$ cat src/rtl/odyssey_video_pkg.sv
// ============================================================================
// Module   : odyssey_video_pkg
// Purpose  : Beam-count widths and default NTSC timing shared by the video path
// Revision : 1.0 - initial release
// ============================================================================
`default_nettype none

package odyssey_video_pkg;

   localparam int HCOUNT_W = 11;
   localparam int VCOUNT_W = 10;

   localparam int NTSC_H_TOTAL  = 910;
   localparam int NTSC_H_ACTIVE = 760;
   localparam int NTSC_HS_START = 780;
   localparam int NTSC_HS_WIDTH = 67;
   localparam int NTSC_V_TOTAL  = 262;
   localparam int NTSC_V_ACTIVE = 240;
   localparam int NTSC_VS_START = 244;
   localparam int NTSC_VS_WIDTH = 3;

   typedef logic [HCOUNT_W-1:0] hcount_t;
   typedef logic [VCOUNT_W-1:0] vcount_t;

endpackage : odyssey_video_pkg

`default_nettype wire

$ cat src/rtl/sync_axis_counter.sv
// ============================================================================
// Module   : sync_axis_counter
// Purpose  : Enabled modulo counter with wrap strobe and blank/sync window flags
// Revision : 1.0 - initial release
// ============================================================================
`default_nettype none

module sync_axis_counter #(
   parameter int W          = 11,
   parameter int TOTAL      = 910,
   parameter int ACTIVE     = 760,
   parameter int SYNC_START = 780,
   parameter int SYNC_WIDTH = 67
) (
   input  logic         clk,
   input  logic         reset,
   input  logic         i_en,
   output logic [W-1:0] o_count,
   output logic         o_wrap,
   output logic         o_blank,
   output logic         o_sync
);

   // One extra bit so TOTAL or SYNC_START+SYNC_WIDTH equal to 2**W still compare correctly
   localparam int        c_WX         = W + 1;
   localparam logic [W:0] c_LAST       = c_WX'(TOTAL - 1);
   localparam logic [W:0] c_ACTIVE     = c_WX'(ACTIVE);
   localparam logic [W:0] c_SYNC_START = c_WX'(SYNC_START);
   localparam logic [W:0] c_SYNC_END   = c_WX'(SYNC_START + SYNC_WIDTH);

   logic [W-1:0] r_count;
   logic         r_blank;
   logic         r_sync;
   logic         w_last;
   logic [W-1:0] w_next;
   logic [W:0]   w_next_x;

   assign w_last   = ({1'b0, r_count} == c_LAST);
   assign w_next   = w_last ? '0 : r_count + 1'b1;
   assign w_next_x = {1'b0, w_next};

   // Flags decode the next count so they register alongside it
   always_ff @(posedge clk) begin
      if (!reset) begin
         r_count <= '0;
         r_blank <= 1'b0;
         r_sync  <= 1'b0;
      end else if (i_en) begin
         r_count <= w_next;
         r_blank <= (w_next_x >= c_ACTIVE);
         r_sync  <= (w_next_x >= c_SYNC_START) && (w_next_x < c_SYNC_END);
      end
   end

   assign o_count = r_count;
   assign o_wrap  = i_en & w_last;
   assign o_blank = r_blank;
   assign o_sync  = r_sync;

endmodule : sync_axis_counter

`default_nettype wire

$ cat src/rtl/odyssey_video_timing.sv
// ============================================================================
// Module   : odyssey_video_timing
// Purpose  : Beam position, sync, blanking and line/frame strobes for video
// Revision : 1.0 - initial release
// ============================================================================
`default_nettype none

module odyssey_video_timing
   import odyssey_video_pkg::*;
#(
   parameter int H_TOTAL  = NTSC_H_TOTAL,
   parameter int H_ACTIVE = NTSC_H_ACTIVE,
   parameter int HS_START = NTSC_HS_START,
   parameter int HS_WIDTH = NTSC_HS_WIDTH,
   parameter int V_TOTAL  = NTSC_V_TOTAL,
   parameter int V_ACTIVE = NTSC_V_ACTIVE,
   parameter int VS_START = NTSC_VS_START,
   parameter int VS_WIDTH = NTSC_VS_WIDTH
) (
   input  logic                clk,
   input  logic                reset,
   input  logic                ce_pix,
   output logic [HCOUNT_W-1:0] h_count,
   output logic [VCOUNT_W-1:0] v_count,
   output logic                hsync,
   output logic                vsync,
   output logic                hblank,
   output logic                vblank,
   output logic                line_start,
   output logic                frame_start,
   output logic [7:0]          frame_count
);

   if (H_TOTAL > 2048 || V_TOTAL > 1024 ||
       H_ACTIVE > HS_START || HS_START + HS_WIDTH > H_TOTAL ||
       V_ACTIVE > VS_START || VS_START + VS_WIDTH > V_TOTAL) begin : g_bad_timing
      $fatal(1, "odyssey_video_timing: inconsistent timing parameters");
   end

   logic       w_h_wrap;
   logic       w_v_wrap;
   logic       w_v_en;
   logic       r_line_start;
   logic       r_frame_start;
   logic [7:0] r_frame_count;

   sync_axis_counter #(
      .W(HCOUNT_W), .TOTAL(H_TOTAL), .ACTIVE(H_ACTIVE),
      .SYNC_START(HS_START), .SYNC_WIDTH(HS_WIDTH)
   ) u_h_axis (
      .clk(clk), .reset(reset), .i_en(ce_pix),
      .o_count(h_count), .o_wrap(w_h_wrap), .o_blank(hblank), .o_sync(hsync)
   );

   assign w_v_en = ce_pix & w_h_wrap;

   sync_axis_counter #(
      .W(VCOUNT_W), .TOTAL(V_TOTAL), .ACTIVE(V_ACTIVE),
      .SYNC_START(VS_START), .SYNC_WIDTH(VS_WIDTH)
   ) u_v_axis (
      .clk(clk), .reset(reset), .i_en(w_v_en),
      .o_count(v_count), .o_wrap(w_v_wrap), .o_blank(vblank), .o_sync(vsync)
   );

   // Strobes fall back to 0 on any clk that does not wrap, including ce_pix=0
   always_ff @(posedge clk) begin
      if (!reset) begin
         r_line_start  <= 1'b0;
         r_frame_start <= 1'b0;
         r_frame_count <= 8'd0;
      end else begin
         r_line_start  <= w_h_wrap;
         r_frame_start <= w_v_wrap;
         if (w_v_wrap) begin
            r_frame_count <= r_frame_count + 8'd1;
         end
      end
   end

   assign line_start  = r_line_start;
   assign frame_start = r_frame_start;
   assign frame_count = r_frame_count;

endmodule : odyssey_video_timing

`default_nettype wire

$ cat config.mk
export PLATFORM = sky130hd
export DESIGN_NAME = odyssey_video_timing
export DESIGN_NICKNAME = d
export VERILOG_FILES = /design/src/rtl/odyssey_video_pkg.sv /design/src/rtl/sync_axis_counter.sv /design/src/rtl/odyssey_video_timing.sv
export SDC_FILE = /design/constraint.sdc
export NUM_CORES = 1
export LEC_CHECK = 0
export BUFFER_PORTS_ARGS = -buffer_cell sky130_fd_sc_hd__buf_2
export CAP_MARGIN = 20
export CORE_MARGIN = 2
export CORE_UTILIZATION = 45
export DETAILED_ROUTE_END_ITERATION = 10
export PLACE_DENSITY = 0.68
export REMOVE_ABC_BUFFERS = 1
export SLEW_MARGIN = 25
export SYNTH_ARGS = -nofsm -noshare
export SYNTH_HDL_FRONTEND = slang
export SYNTH_SLANG_ARGS = --single-unit
$ cat constraint.sdc
create_clock -name clk -period 3.4 [get_ports clk]
set_input_delay 0.68 -clock clk [delete_from_list [all_inputs] [get_ports clk]]
set_output_delay 0.68 -clock clk [all_outputs]
set_load 0.02 [all_outputs]
## Word-level counts from Yosys, hierarchy flattened

Cells that the tools add are included.

| word-level totals | value |
|---|---|
| register bits after elaboration | 35 |
| output and inout bits | 35 |

| operators by class | value |
|---|---|
| add/subtract/negate cells | 3 |
| $lt $le $gt $ge | 6 |
| equal/unequal tests | 2 |
| mux-type cells | 2 |
| bitwise logic cells | 3 |
| reductions and logical operators | 2 |

Operator list:

| operator | number |
|---|---|
| 11-bit by 10-bit >= comparator with 1-bit output (second input constant) | 2 |
| 10-bit by 8-bit >= comparator with 1-bit output (second input constant) | 2 |
| 11-bit by 1-bit adder with 11-bit output (second input constant) | 1 |
| 11-bit by 10-bit equality test with 1-bit output (second input constant) | 1 |
| 11-bit by 10-bit < comparator with 1-bit output (second input constant) | 1 |
| 11-bit two-way mux | 1 |
| 10-bit by 1-bit adder with 10-bit output (second input constant) | 1 |
| 10-bit by 9-bit equality test with 1-bit output (second input constant) | 1 |
| 10-bit by 8-bit < comparator with 1-bit output (second input constant) | 1 |
| 10-bit two-way mux | 1 |
| 8-bit by 1-bit adder with 8-bit output (second input constant) | 1 |
| 1-bit bitwise AND | 3 |
| 1-bit logical AND | 2 |

## Longest topological paths before layout

| depth | value |
|---|---|
| depth in word-level cells | 4 |
| depth in mapped cells | 9 |

## By module

From an unflattened synthesis, not the netlist that was laid out.

| unflattened totals | value |
|---|---|
| cell total of the unflattened synthesis | 273 |
| area, all modules | 2282.2 µm² |

By module, submodules not included:

| module | times used | cells an instance | area each (µm²) | sequential area each (µm²) |
|---|---|---|---|---|
| sync_axis_counter at u_h_axis | 1 | 143 | 1127.3 | 260.2 |
| sync_axis_counter at u_v_axis | 1 | 87 | 733.2 | 240.2 |
| odyssey_video_timing | 1 | 43 | 421.7 | 200.2 |

## Worst setup path before layout

Ideal clock, no wire load.

| path | value |
|---|---|
| path kind | flip-flop to flip-flop |
| start point | register u_h_axis.r_count[0] (netlist: u_h_axis.o_count[0]) |
| end point | register u_v_axis.r_count[5] (netlist: u_v_axis.o_count[5]) |
| setup time | 0.115 ns |
| arrival | 2.211 ns |
| required time | 3.285 ns |
| setup slack | 1.074 ns |
| stages on the path, launching flop included | 9 |
| clock period less this slack | 2.326 ns |
| cell sequence | dfxtp_1 ha_1 or4b_4 nor4_4 and2_1 clkbuf_2 nand4_1 xnor2_1 and2_1 |

| on the way | value |
|---|---|
| word-level cells in the longest chain between the ends | 3 |

Ends and longest elaborated chain:

| what | line | source |
|---|---|---|
| start, declared | sync_axis_counter.sv:31 | `logic [W-1:0] r_count;` |
| start signal, assigned | sync_axis_counter.sv:49 | `r_count <= w_next;` |
| 11-bit by 10-bit equality test with 1-bit output | sync_axis_counter.sv:38 | `assign w_last = ({1'b0, r_count} == c_LAST);` |
| 1-bit bitwise AND | sync_axis_counter.sv:56 | `assign o_wrap = i_en & w_last;` |
| 1-bit bitwise AND | odyssey_video_timing.sv:55 | `assign w_v_en = ce_pix & w_h_wrap;` |
| end signal, assigned | sync_axis_counter.sv:49 |  |
| end, declared | sync_axis_counter.sv:31 |  |

No other way between the ends.
A chain may end at the register's enable or synchronous reset.

## Worst setup path after layout

| path | value |
|---|---|
| start point | register u_h_axis.r_count[0] (netlist: u_h_axis.o_count[0]) |
| end point | register u_v_axis.r_count[7] (netlist: u_v_axis.o_count[7]) |

Same word-level chain as after synthesis.

==> impl_metrics.yaml <==
critical_path:
  rr_worst_depth: 7
  slowest_delay_ns: 0.50
  critPathRequiredTime_ns: 3.62
  crit_family: "simple AND/OR/NAND/NOR gates"
  timing.critical_path.cells: "ha_1 > or4b_4 > nor4_4 > buf_4 > nand2_2 > or4_1 > a21boi_1"
  end_kind: "flop"
  cp_max_fo: 10
  path_class: "reg -> reg"
  r2r_start: "u_h_axis.o_count[0]$_SDFFE_PN0P_"
  r2r-end: "u_v_axis.o_count[7]$_SDFFE_PN0P_"
  worst-path-buf-inv: 1
  rrSetupSlack_ns: 0.80
  cp_slowest_cell: "dfxtp_1"
  critPathLaunchType: "flop"
  arrival_ns: 2.83
drt:
  routedWlPerCell_um: 13.34
  routed_wirelength_mm: 4.950
  vias: 2012
  drt_iter0_drc: 126
  viasPerCell: 5.423
  drc: 0
  dr.pass1.iters: 4
  ant_nets: 0
layout:
  n_antenna_cell: 0
  nets: 311
  design_area_mm2: 0.002506
  area_growth_pct: 14.26
  drive_gt1_share_pct: 18.75
clock_network:
  clk_latency_ns: 0.30
  cts_buffers: 5
  post_cts_resized: 0
  root_buffer: "clkbuf_8"
  h-tree-depth: 2
  post_cts_buffers: 0
  clockBufferDepth: 2
  clock-sinks: 35
  cts_tree: "done"
  postCtsHoldBufs: 0
  cts.clk_slew.worst_paths_ns: 0.07
floorplan:
  dieArea_mm2: 0.005449
  rows: 25
  fp.coreArea_mm2: 0.004723
  io_pins: 38
  die_w_um: 73.82
  dieHeight_um: 73.82
  start_util_pct: 46.44
sta:
  finalSetupViolations: 0
  fmax_ghz: 0.3844
  clock_skew_ns: 0.009546
  finalCritPeriodShare_pct: 76.52
  hold_violations: 0
  maxSlewViolCount: 0
  fin_crit_ns: 2.602
  worst_hold_slack_ns: 0.4651
  worstMarginPinSlew_ns: 0.5441
  rsz0062_at_grt: "false"
  slew_headroom_pct: 63.73
  setup_tns_ns: 0
placement:
  port_buffers: 37
  dpl-instance-area_mm2: 0.002394
  hpwlAfterDp_mm: 3.317
  gp_congestion: 0.8101
synthesis:
  yosysWarnings: 0
  synth.distinct_cells: 52
  ys_ff_latch: 35
  synth_edf_count: 0
  ys_async_sr_fraction_pct: 0
  syn_inst: 277
  synth_area_mm2: 0.002193
  yosys_most_used_dff: "dfxtp_1"
  ys_seq_area_share_pct: 31.95
  syn_avg_cell_area_um2: 7.918
grt:
  grt_pass1_vias: 1707
  grt_overflow: 0
  groute.usage.overall_pct: 19.17
  grt_max_degree: 38
  grt_pass1_wl_mm: 8.197
  antenna_found_initial: 0
outcome:
  status: "completed"
power_and_ir_drop:
  leakage_nw: 1.014
  powerDensity_mw_per_mm2: 333.7
  ir_drop_v: 0.0002154
min_path:
  hold_depth: 2
  hold_end: "u_h_axis.o_sync$_SDFFE_PN0P_"
  hold_start: "u_h_axis.o_sync$_SDFFE_PN0P_"
  hp-class: "reg -> reg"
run:
  maxCapViolCount: 0
==> cell families (layout without fill, tap and decap cells) <==
kind of cell | Yosys count | after routing | share of synthesized area [%]
AOI/OAI and AO/OA | 61 | 61 | 17.80
xor gates and xnor gates | 16 | 16 | 6.389
adders and majority gates | 6 | 6 | 3.309
buffers and inverters | 26 | 53 | 4.848
DFF | 35 | 35 | 31.95
muxes | 1 | 1 | 0.4564
and+or+nand+nor | 132 | 132 | 35.25
==> power by group <==
group / switching (W) / total, W / internal [W]
combinational: 0.0000251 / 0.0000393 / 0.0000142
sequential: 0.00000528 / 0.000417 / 0.000412
clock: 0.000161 / 0.000379 / 0.000218
total: 0.000192 / 0.000836 / 0.000645
==> Yosys cell counts, drive strengths merged, types with 6 or more instances <==
master | instances | area share [%]
o21ai | 19 | 4.3
inv | 6 | 1.0
a21oi | 10 | 2.3
xor2 | 7 | 2.8
nor2 | 10 | 1.7
a21boi | 8 | 2.7
xnor2 | 9 | 3.6
nand2b | 6 | 1.7
nor4 | 6 | 3.1
clkbuf | 18 | 3.1
nor3 | 14 | 3.2
dfxtp | 35 | 32
nor2b | 8 | 2.3
and2 | 18 | 5.1
nand3 | 16 | 3.9
nand4 | 7 | 2.0
nand2 | 23 | 4.1
and3 | 6 | 1.7
==> worst max path at each step <==
stage                                     start                                to  slack (ns)  cells after the start
2_1_floorplan  u_h_axis.o_count[0]$_SDFFE_PN0P_  u_v_axis.o_count[7]$_SDFFE_PN0P_        0.87                      6
3_3_place_gp   u_h_axis.o_count[0]$_SDFFE_PN0P_  u_v_axis.o_count[7]$_SDFFE_PN0P_        0.88                      7
3_5_place_dp   u_h_axis.o_count[0]$_SDFFE_PN0P_  u_v_axis.o_count[7]$_SDFFE_PN0P_        0.81                      7
4_1_cts        u_h_axis.o_count[0]$_SDFFE_PN0P_  u_v_axis.o_count[7]$_SDFFE_PN0P_        0.77                      7
5_1_grt        u_h_axis.o_count[0]$_SDFFE_PN0P_  u_v_axis.o_count[7]$_SDFFE_PN0P_        0.60                      7
6_report       u_h_axis.o_count[0]$_SDFFE_PN0P_  u_v_axis.o_count[7]$_SDFFE_PN0P_        0.80                      7
==> per-stage QoR <==
step	setup WS [ns]	power (W)	utilization (%)	std cells
floorplan	0.8713	0.0004490	-	257
global placement	0.8805	0.0004658	50.68	363
detailed placement	0.8063	0.0004662	50.68	363
CTS	0.7725	0.0008479	53.06	371
global route	0.5979	0.0008681	53.06	371
finish	0.7984	0.0008363	53.06	371
==> final cells by class <==
class	instances	area [um2]
Fill cell	447	2217
Multi-Input combinational cell	216	1386
Clock buffer	5	68.82
Inverter	6	22.52
Timing Repair Buffer	39	200.2
Clock inverter	3	43.79
Tap cell	67	83.83
Sequential cell	35	700.7
==> cell usage in the layout (no fill, tap or decap), types with 3 or more instances in the layout <==
cell type,netlist,final
buf_2,0,37
dfxtp_1,35,35
nand2_1,22,22
o21ai_0,19,19
and2_1,18,18
nand3_1,15,15
nor3_1,14,14
nor2_1,10,10
a21oi_1,10,10
xnor2_1,9,9
nor2b_1,8,8
a21boi_0,7,7
nand4_1,7,7
xor2_1,7,7
inv_1,6,6
nand2b_1,6,6
and3_1,6,6
ha_1,5,5
clkbuf_8,0,5
nor4_1,4,4
nand3b_1,4,4
o22ai_1,4,4
a31oi_1,4,4
or3_1,3,3
==> worst reg2reg max path, delay by kind of cell (launching register included) <==
family                   cells  cell delay (ns)
AO/OA/AOI/OAI                1             0.14
buffers and inverters        1             0.24
AND/OR/NAND/NOR              4             1.42
adder cells (fa/ha/maj)      1             0.22
flip-flops                   1             0.50
==> registers in the layout (all words and copies together) (netlist names) <==
signal and count:
u_h_axis.o_count 11, u_v_axis.o_count 10, frame_count 8, frame_start 1, line_start 1, u_h_axis.o_blank 1
u_h_axis.o_sync 1, u_v_axis.o_blank 1, u_v_axis.o_sync 1
==> routing by layer <==
layer	up-vias	wire, um	GRT usage, %
met4	0	72	8.283
met3	8	218	3.978
li1	1040	-	-
met2	50	2155	27.28
met5	-	0	0
met1	914	2504	27.63
Power figures use the tool's default switching activity.
